### src/rtl/logic_reduce_np.sv
// Multi-cycle bitwise reduction (AND/OR/XOR/NOR) over N captured operands.
// It combines one operand per clock and holds the result under valid/ready backpressure.
module logic_reduce_np #(
  parameter int N = 4,
  parameter int D = 16
) (
  input  logic                i_clk,
  input  logic                i_rst_n,
  input  logic                i_valid,
  output logic                o_ready,
  input  logic [1:0]          i_op,
  input  logic [N-1:0][D-1:0] i_data,
  output logic                o_valid,
  input  logic                i_ready,
  output logic [D-1:0]        o_result,
  output logic                o_busy
);

  localparam int IW = $clog2(N);
  localparam logic [IW-1:0] LAST_IDX = IW'(N - 1);
  localparam logic [IW-1:0] FIRST_IDX = IW'(1);

  typedef enum logic [1:0] {IDLE, BUSY, DONE} state_t;

  state_t              state, state_nxt;
  logic [N-1:0][D-1:0] opnd_q;
  logic [1:0]          op_q;
  logic [D-1:0]        acc_q;
  logic [D-1:0]        acc_nxt;
  logic [D-1:0]        res_q;
  logic [IW-1:0]       idx_q;
  logic                last;

  // NOR accumulates as OR; the inversion happens only on the final store.
  function automatic logic [D-1:0] combine(input logic [1:0] op,
                                           input logic [D-1:0] a,
                                           input logic [D-1:0] b);
    logic [D-1:0] r;
    case (op)
      2'b00:   r = a & b;
      2'b10:   r = a ^ b;
      default: r = a | b;
    endcase
    return r;
  endfunction

  function automatic logic [D-1:0] finalize(input logic [1:0] op,
                                            input logic [D-1:0] a);
    return (op == 2'b11) ? ~a : a;
  endfunction

  assign last    = (idx_q == LAST_IDX);
  assign acc_nxt = combine(op_q, acc_q, opnd_q[idx_q]);
  assign o_result = res_q;

  always_ff @(posedge i_clk or negedge i_rst_n) begin
    if (!i_rst_n) state <= IDLE;
    else          state <= state_nxt;
  end

  always_comb begin
    state_nxt = state;
    o_ready   = 1'b0;
    o_busy    = 1'b0;
    o_valid   = 1'b0;
    case (state)
      IDLE: begin
        o_ready = 1'b1;
        if (i_valid) state_nxt = BUSY;
      end
      BUSY: begin
        o_busy = 1'b1;
        if (last) state_nxt = DONE;
      end
      DONE: begin
        o_valid = 1'b1;
        if (i_ready) state_nxt = IDLE;
      end
      default: state_nxt = IDLE;
    endcase
  end

  always_ff @(posedge i_clk or negedge i_rst_n) begin
    if (!i_rst_n) begin
      opnd_q <= '0;
      op_q   <= '0;
      acc_q  <= '0;
      idx_q  <= '0;
      res_q  <= '0;
    end else begin
      case (state)
        IDLE: begin
          if (i_valid) begin
            opnd_q <= i_data;
            op_q   <= i_op;
            acc_q  <= i_data[0];
            idx_q  <= FIRST_IDX;
          end
        end
        BUSY: begin
          acc_q <= acc_nxt;
          if (last) begin
            // Park the index at 0 so it never runs past N-1.
            idx_q <= '0;
            res_q <= finalize(op_q, acc_nxt);
          end else begin
            idx_q <= idx_q + FIRST_IDX;
          end
        end
        default: ;
      endcase
    end
  end

endmodule

### config.mk
export PLATFORM = sky130hd
export DESIGN_NAME = logic_reduce_np
export DESIGN_NICKNAME = d
export VERILOG_FILES = /design/src/rtl/logic_reduce_np.sv
export SDC_FILE = /design/constraint.sdc
export NUM_CORES = 1
export LEC_CHECK = 0
export CORE_ASPECT_RATIO = 1.2
export CORE_MARGIN = 2
export CORE_UTILIZATION = 54
export CTS_CLUSTER_SIZE = 16
export DETAILED_ROUTE_END_ITERATION = 8
export GPL_ROUTABILITY_DRIVEN = 0
export PLACE_DENSITY = 0.87
export RECOVER_POWER = 25
export SLEW_MARGIN = 30
export SYNTH_ARGS = -nofsm -noshare
export SYNTH_HDL_FRONTEND = slang
export SYNTH_SLANG_ARGS = --single-unit
### constraint.sdc
create_clock -name i_clk -period 2.7 [get_ports i_clk]
set_clock_uncertainty 0.2 [all_clocks]
set_input_delay 0.54 -clock i_clk [delete_from_list [all_inputs] [get_ports i_clk]]
set_output_delay 0.54 -clock i_clk [all_outputs]
set_load 0.01 [all_outputs]
### Word level (Yosys, flattened, before mapping)

Index checks and enable logic that the tools add are counted.

* flip-flop bits (word level): 102
* input port bits: 70
* output and inout bits: 19
* word-level logic and storage cells: 45

* add/sub/neg operators: 1
* magnitude comparators: 1
* equal/unequal tests: 8
* multiplexer cells: 15
* bitwise operators: 4
* reduce and logical (&&, ||, !) cells: 7

Operators by type and width (number)
* $pmux 16 s2: 2
* $mux 16: 3
* $bmux 16 s2: 1
* $and 16x16->16: 1
* $not 16->16: 1
* $or 16x16->16: 1
* $xor 16x16->16: 1
* $eq 2x2->1 const B: 4
* $mux 2: 4
* $ne 2x2->1 const B: 3
* $pmux 2 s3: 1
* $reduce_and 2->1: 3
* $logic_not 2->1: 2
* $pmux 2 s2: 1
* $lt 2x3->1 const B: 1
* $mux 1: 3
* $reduce_and 3->1: 1
* $add 2x1->2 const B: 1
* $eq 2x1->1 const B: 1
* $reduce_bool 2->1: 1

### Logic depth before layout (Yosys ltp)

Gate-level depths: netlist of run 1.

* word-level depth: 6
* depth in mapped cells: 8
* mapped depth without buffers: 6

### Worst setup path before layout of run 1

OpenSTA, ideal clock, no wires.

* path kind: flip-flop to flip-flop
* from: reg idx_q[0]
* to: reg acc_q[7]
* library setup time: 0.133 ns
* arrival: 1.940 ns
* required time: 2.367 ns
* setup slack: 0.427 ns
* stages on the path, launching flop included: 9
* path buffers: 2
* clock period less this slack: 2.273 ns
* cell sequence: dfrtp_1 buf_4 buf_6 mux4_2 inv_1 ha_1 mux2_2 o21ai_0 o21ai_0

* cells in the longest elaborated chain, start to end: 5
* elaborated cells between the ends (all ways): 7
* those cells by class: mux (4); bitwise (3)

Ends and longest elaborated chain
* from (decl): RTL line 31 `logic [IW-1:0] idx_q;`
* from (signal assigned): RTL line 107 `idx_q <= idx_q + FIRST_IDX;`
* $bmux 16 s2 (*): RTL line 53 `assign acc_nxt = combine(op_q, acc_q, opnd_q[idx_q]);`
* $mux 16 (implied by the code) (*): RTL line 53
* $or 16x16->16 (tied with other cells): RTL line 42 `default: r = a | b;`
* $pmux 16 s2 (*): RTL line 39 `case (op)`
* $pmux 16 s2 (*): RTL line 91 `case (state)`
* to (signal assigned): RTL line 96 `acc_q <= i_data[0];`
* to (signal assigned): RTL line 101 `acc_q <= acc_nxt;`
* to (decl): RTL line 28 `logic [D-1:0] acc_q;`

Every way passes the cells marked *; elsewhere a longest branch is shown, timed or not. The select of a mux whose other input is x is not followed.
A chain may end at the register's enable or synchronous reset.

### Worst setup path after layout of run 1

* from: reg state[1]
* to: out o_busy

* cells in the longest elaborated chain, start to end: 2

Ends and longest elaborated chain
* from (decl): RTL line 25 `state_t state, state_nxt;`
* from (signal assigned): RTL line 58 `else state <= state_nxt;`
* $eq 2x1->1: RTL line 66 `case (state)`
* $mux 1: RTL line 66
* to (decl): RTL line 16 `output logic o_busy`

No other way between the ends.

==> results of run 1 <==
cell usage in the layout, fill, tap and decap left out, types with 2 or more instances in the layout:
| cell type | count |
|---|---|
| dfrtp_1 | 101 |
| clkdlybuf4s50_1 | 87 |
| mux2_2 | 51 |
| inv_1 | 39 |
| o21ai_0 | 34 |
| ha_1 | 33 |
| mux2_1 | 25 |
| nand2_1 | 24 |
| nor2_1 | 18 |
| mux4_2 | 16 |
| xnor2_1 | 16 |
| mux2i_1 | 16 |
| a21oi_1 | 16 |
| a22oi_1 | 10 |
| clkbuf_16 | 9 |
| buf_4 | 8 |
| o211ai_1 | 6 |
| nand3_1 | 6 |
| clkinvlp_4 | 3 |
| o21bai_1 | 2 |
| buf_12 | 2 |
flip-flops by register name (all words and copies together), names as in the netlist:
signal,cells
op_q,2
idx_q,2
acc_q,16
state,2
o_result,16
opnd_q,64
per-layer routing:
layer / part of all wire, % / wire (microns) / global-route usage (%)
met1: 42 / 4950 / 30.9
met2: 51 / 5910 / 37.4
met3: 4.4 / 508 / 4.16
met4: 2.7 / 311 / 10.6
met5: 0 / 0 / 0
cell type report:
type	count	area, sq um	share of cell area (%)
tap	126	158	2.35
clock inverter	6	45.0	0.672
multi-input combinational	279	2560	38.1
inverter	40	150	2.24
clock buffer	10	239	3.56
sequential	102	2550	38.1
timing repair buffer	101	1000	14.9
kinds of logic after synthesis:
group,after synthesis
adders and majority gates,33
DFF,102
AOI/OAI and AO/OA,70
muxes,108
xor gates and xnor gates,16
buffers and inverters,68
and+or+nand+nor,52
synth_stat cells, drive strengths merged:
cell,number
nand2b,1
nand3,6
nor2,18
nor2b,1
clkinv,1
dfrtp,102
a21o,1
a21oi,16
and3b,1
mux4,16
o31ai,1
o211ai,6
o21ai,34
buf,23
clkbuf,5
ha,33
mux2i,16
o21bai,2
nor3b,1
mux2,76
nand2,24
a22oi,10
inv,39
xnor2,16
critical path: cells and delay by family, from the launching register on:
| family | cells | cell delay (ns) |
|---|---|---|
| flip-flops | 1 | 0.62 |
| buffers and inverters | 2 | 0.63 |
| AND/OR/NAND/NOR | 1 | 0.20 |
where the power goes:
group          switching [W]  total (W)  internal [W]
Combinational        0.00225    0.00476       0.00251
Clock               0.000581    0.00123      0.000653
Sequential          0.000574    0.00291       0.00233
Total                0.00341    0.00890       0.00549
worst max path at each step:
| stage | to | cells past startpoint |
|---|---|---|
| 6_report | o_busy | 3 |
| 4_1_cts | o_busy | 3 |
| 2_1_floorplan | acc_q[7]$_DFFE_PN0P_ | 8 |
| 3_3_place_gp | opnd_q[43]$_DFFE_PN0P_ | 4 |
| 5_1_grt | op_q[0]$_DFFE_PN0P_ | 3 |
| 3_5_place_dp | opnd_q[21]$_DFFE_PN0P_ | 4 |
stage by stage:
stage | area (sq um) | hold WS (ns) | std cells | setup WS (ns) | total power, W
after floorplan | 5410 | 0.0444 | 449 | 0.427 | 0.00622
after global placement | 6420 | 0.238 | 647 | 0.317 | 0.00724
after detailed placement | 6420 | 0.247 | 647 | 0.287 | 0.00763
after CTS | 6720 | 0.288 | 664 | 0.173 | 0.00894
after global routing | 6700 | 0.305 | 664 | 0.0862 | 0.00958
final | 6700 | 0.282 | 664 | 0.160 | 0.00890
==> results.cfg, run 1 <==
[run_status]
status = finished clean

[global_routing]
grt_pass1_vias = 3859
track_usage_pct = 23.3
grt_first_pass_wirelength_microns = 19200
antenna_found_initial = 0
grt.overflow.total = 0
grt_max_degree = 86

[synth]
synth_top_area_cell = dfrtp_1
yosys.area_share.simple_pct = 4.09
syn_nets = 552
synth_top_area_share_pct = 47.2
yosys-mux-area-fraction_pct = 25.4
synth-compound-area-share_pct = 7.40
synthTopCellsByArea = dfrtp_1, mux2_2, ha_1
synth_cells = 449
synth.distinct_cells = 28
syn_area_per_cell_sq_um = 12.0
yosysWarningCount = 0
synth_fa_ha_area_share_pct = 7.63
ys_seq_area_share_pct = 47.2
synth_top_family_by_area = multiplexers
ys_seq_elements = 102
synth-xor-area-share_pct = 2.59
synth_area_sq_um = 5410

[clock_tree]
htreeDepth = 3
cts.sinks = 102
root_buffer = clkbuf_16
tritoncts.num_buffers = 9
cts_tree = yes
cts-resized-gates = 0
cts_hold_buffers = 1
clk_latency_ns = 0.35
ctsLongestPathBuffers = 2
clk_pin_slew_worst_paths_ns = 0.07
post_cts_buffers = 0

[critical_path]
start_kind = flip-flop
critPathLaunch = state[1]$_DFFE_PN0P_
r2r-start = idx_q[0]$_DFFE_PN0P_
r2r_setup_slack_ns = 0.33
path_max_fanout = 12
crit_chain = nand2b_1 > clkinv_1 > clkdlybuf4s50_1
timing.rr.end = acc_q[8]$_DFFE_PN0P_
cp.required_ns = 1.96
end_kind = output port
crit_type = flip-flop to output port
cpPeakStageDelay_ns = 0.62
ff2ff_path_depth = 7
slowest_stage = dfrtp_1
critPathArrivalTime_ns = 1.80

[hold_path]
hold_path_class = flip-flop to flip-flop
holdPathEnd = opnd_q[42]$_DFFE_PN0P_
whs_path_depth = 1
min_from = opnd_q[42]$_DFFE_PN0P_

[layout]
nets = 636
area_growth_pct = 23.9
fill_cells = 698
drive_gt1_share_pct = 18.0
diodes = 0
final_core_utilization_pct = 68.0

[detailed_routing]
ant_nets = 0
dr.pass1.iters = 4
drcViolationCount = 0
via_per_inst = 5.59
wl_per_cell_microns = 17.6
route.vias.total = 3710
routed_wl_microns = 11700
dr.first_iter.drc_count = 269

[sta]
relSlewSlack_pct = 22.3
hold_violations = 0
finalSetupViolCount = 0
finalWorstPathRequiredPeriod_ns = 2.54
drv_slew = 0
rsz0062_at_grt = false
setup_tns_ns = 0
min_period_over_period_pct = 94.1
fmax_mhz = 394
tightest_slew_ns = 1.17

[floorplan]
dieHeight_microns = 114
die_w_microns = 95.4
ioPinCount = 89
row_count = 40
dieArea_sq_um = 10800
core_region_area_sq_um = 9860
start_util_pct = 54.9

[place]
hpwl_microns = 8240
port_buffers = 88

[pwr]
max-vdd-ir-drop_mv = 0.599
leakagePower_nw = 2.92
power_density_nw_per_um2 = 1330

[flow_run]
drv_cap = 0
No activity file was read; power rests on OpenSTA's default activity.
==> run 2, diff against run 1 <==
- clock period: 2.7 -> 2.82 ns (I/O delays scaled with it)
==> results.cfg, run 2 (synthesis results as in run 1) <==
[floorplan]
ioPinCount = 89
core_region_area_sq_um = 9860
start_util_pct = 54.9
dieArea_sq_um = 10800
row_count = 40
die_w_microns = 95.4
dieHeight_microns = 114

[critical_path]
start_kind = flip-flop
critPathArrivalTime_ns = 1.80
end_kind = output port
cp.required_ns = 2.06
crit_type = flip-flop to output port
path_max_fanout = 8

[layout]
area_growth_pct = 25.4
layoutNonFillerInstCount = 664
nets = 636
final_cell_mix = dfrtp_1, clkdlybuf4s50_1, mux2_2
fill_cells = 678
final_common_cell = dfrtp_1
top_register = opnd_q
drive_gt1_share_pct = 18.0
largest_register_ffs = 64
diodes = 0

[sta]
tightest_slew_ns = 0.911
fmax_mhz = 390
rsz0062_at_grt = false
min_period_over_period_pct = 91.0
finalSetupViolCount = 0
drv_slew = 0
hold_violations = 0
relSlewSlack_pct = 39.1
setup_tns_ns = 0
finalWorstPathRequiredPeriod_ns = 2.56

[global_routing]
grt_pass1_vias = 4032
antenna_found_initial = 0
track_usage_pct = 24.3
grt_max_degree = 47
grt_first_pass_wirelength_microns = 20200
grt.overflow.total = 0

[clock_tree]
tritoncts.num_buffers = 9
ctsLongestPathBuffers = 2
htreeDepth = 3
post_cts_buffers = 0
cts-resized-gates = 0
cts_hold_buffers = 1
clk_latency_ns = 0.35
cts.sinks = 102
root_buffer = clkbuf_16
clk_pin_slew_worst_paths_ns = 0.07
cts_tree = yes

[detailed_routing]
via_per_inst = 5.65
route.vias.total = 3751
wl_per_cell_microns = 18.2
drcViolationCount = 0
ant_nets = 0
routed_wl_microns = 12100
dr.pass1.iters = 4
dr.first_iter.drc_count = 303

[pwr]
power_density_nw_per_um2 = 1300
max-vdd-ir-drop_mv = 0.559
leakagePower_nw = 2.96

[flow_run]
drv_cap = 0

[hold_path]
hold_path_class = flip-flop to flip-flop

[place]
post-place-cells = 647
port_buffers = 88
hpwl_microns = 8350

[run_status]
status = finished clean
run 2: routing by layer:
metal / up-vias / GRT usage [%] / share of wire, %
met5: - / 0 / 0
met2: 112 / 41.3 / 52
met1: 1893 / 31.5 / 41
li1: 1728 / - / -
met4: 0 / 8.86 / 1.9
met3: 18 / 3.83 / 4.5
run 2: area by class of cell:
| class | count | area (sq um) | area share, % |
|---|---|---|---|
| Inverter | 40 | 150 | 2.21 |
| Timing Repair Buffer | 101 | 1030 | 15.1 |
| Sequential cell | 102 | 2550 | 37.6 |
| Clock buffer | 10 | 229 | 3.38 |
| Tap cell | 126 | 158 | 2.32 |
| Clock inverter | 6 | 110 | 1.62 |
| Multi-Input combinational cell | 279 | 2560 | 37.7 |
run 2: where the power goes:
| group | internal [W] | switching (W) |
|---|---|---|
| Clock | 0.000866 | 0.000540 |
| Combinational | 0.00242 | 0.00222 |
| Sequential | 0.00223 | 0.000524 |
run 2: path summary, 6_finish.rpt:
kind	cells past startpoint	from	slack [ns]	endpoint
worst min register to register	1	opnd_q[49]$_DFFE_PN0P_	0.28	opnd_q[49]$_DFFE_PN0P_
worst min-delay path	1	opnd_q[49]$_DFFE_PN0P_	0.28	opnd_q[49]$_DFFE_PN0P_
min in group asynchronous	2	i_rst_n	0.69	opnd_q[7]$_DFFE_PN0P_
worst max register to register	7	idx_q[0]$_DFFE_PN0P_	0.37	acc_q[0]$_DFFE_PN0P_
worst max-delay path	3	state[0]$_DFFE_PN0P_	0.26	o_busy
max in group asynchronous	3	i_rst_n	0.46	op_q[0]$_DFFE_PN0P_
run 2: stage by stage:
step                utilization (%)  setup WS, ns  hold slack, ns  cell area [sq um]  total power [W]
finish                         68.8         0.255           0.283               6780          0.00881
global route                   68.8         0.137           0.298               6780          0.00946
CTS                            69.0         0.268           0.287               6800          0.00883
detailed placement             65.4         0.348           0.272               6450          0.00729
global placement               65.4         0.390           0.265               6450          0.00692
floorplan                         -         0.547          0.0684               5410          0.00596
run 2: critical path, stage by stage (launching register included):
cell and delay (ns):
dfrtp_1 0.47, nand2b_1 0.15, clkinv_1 0.25, clkdlybuf4s50_1 0.59
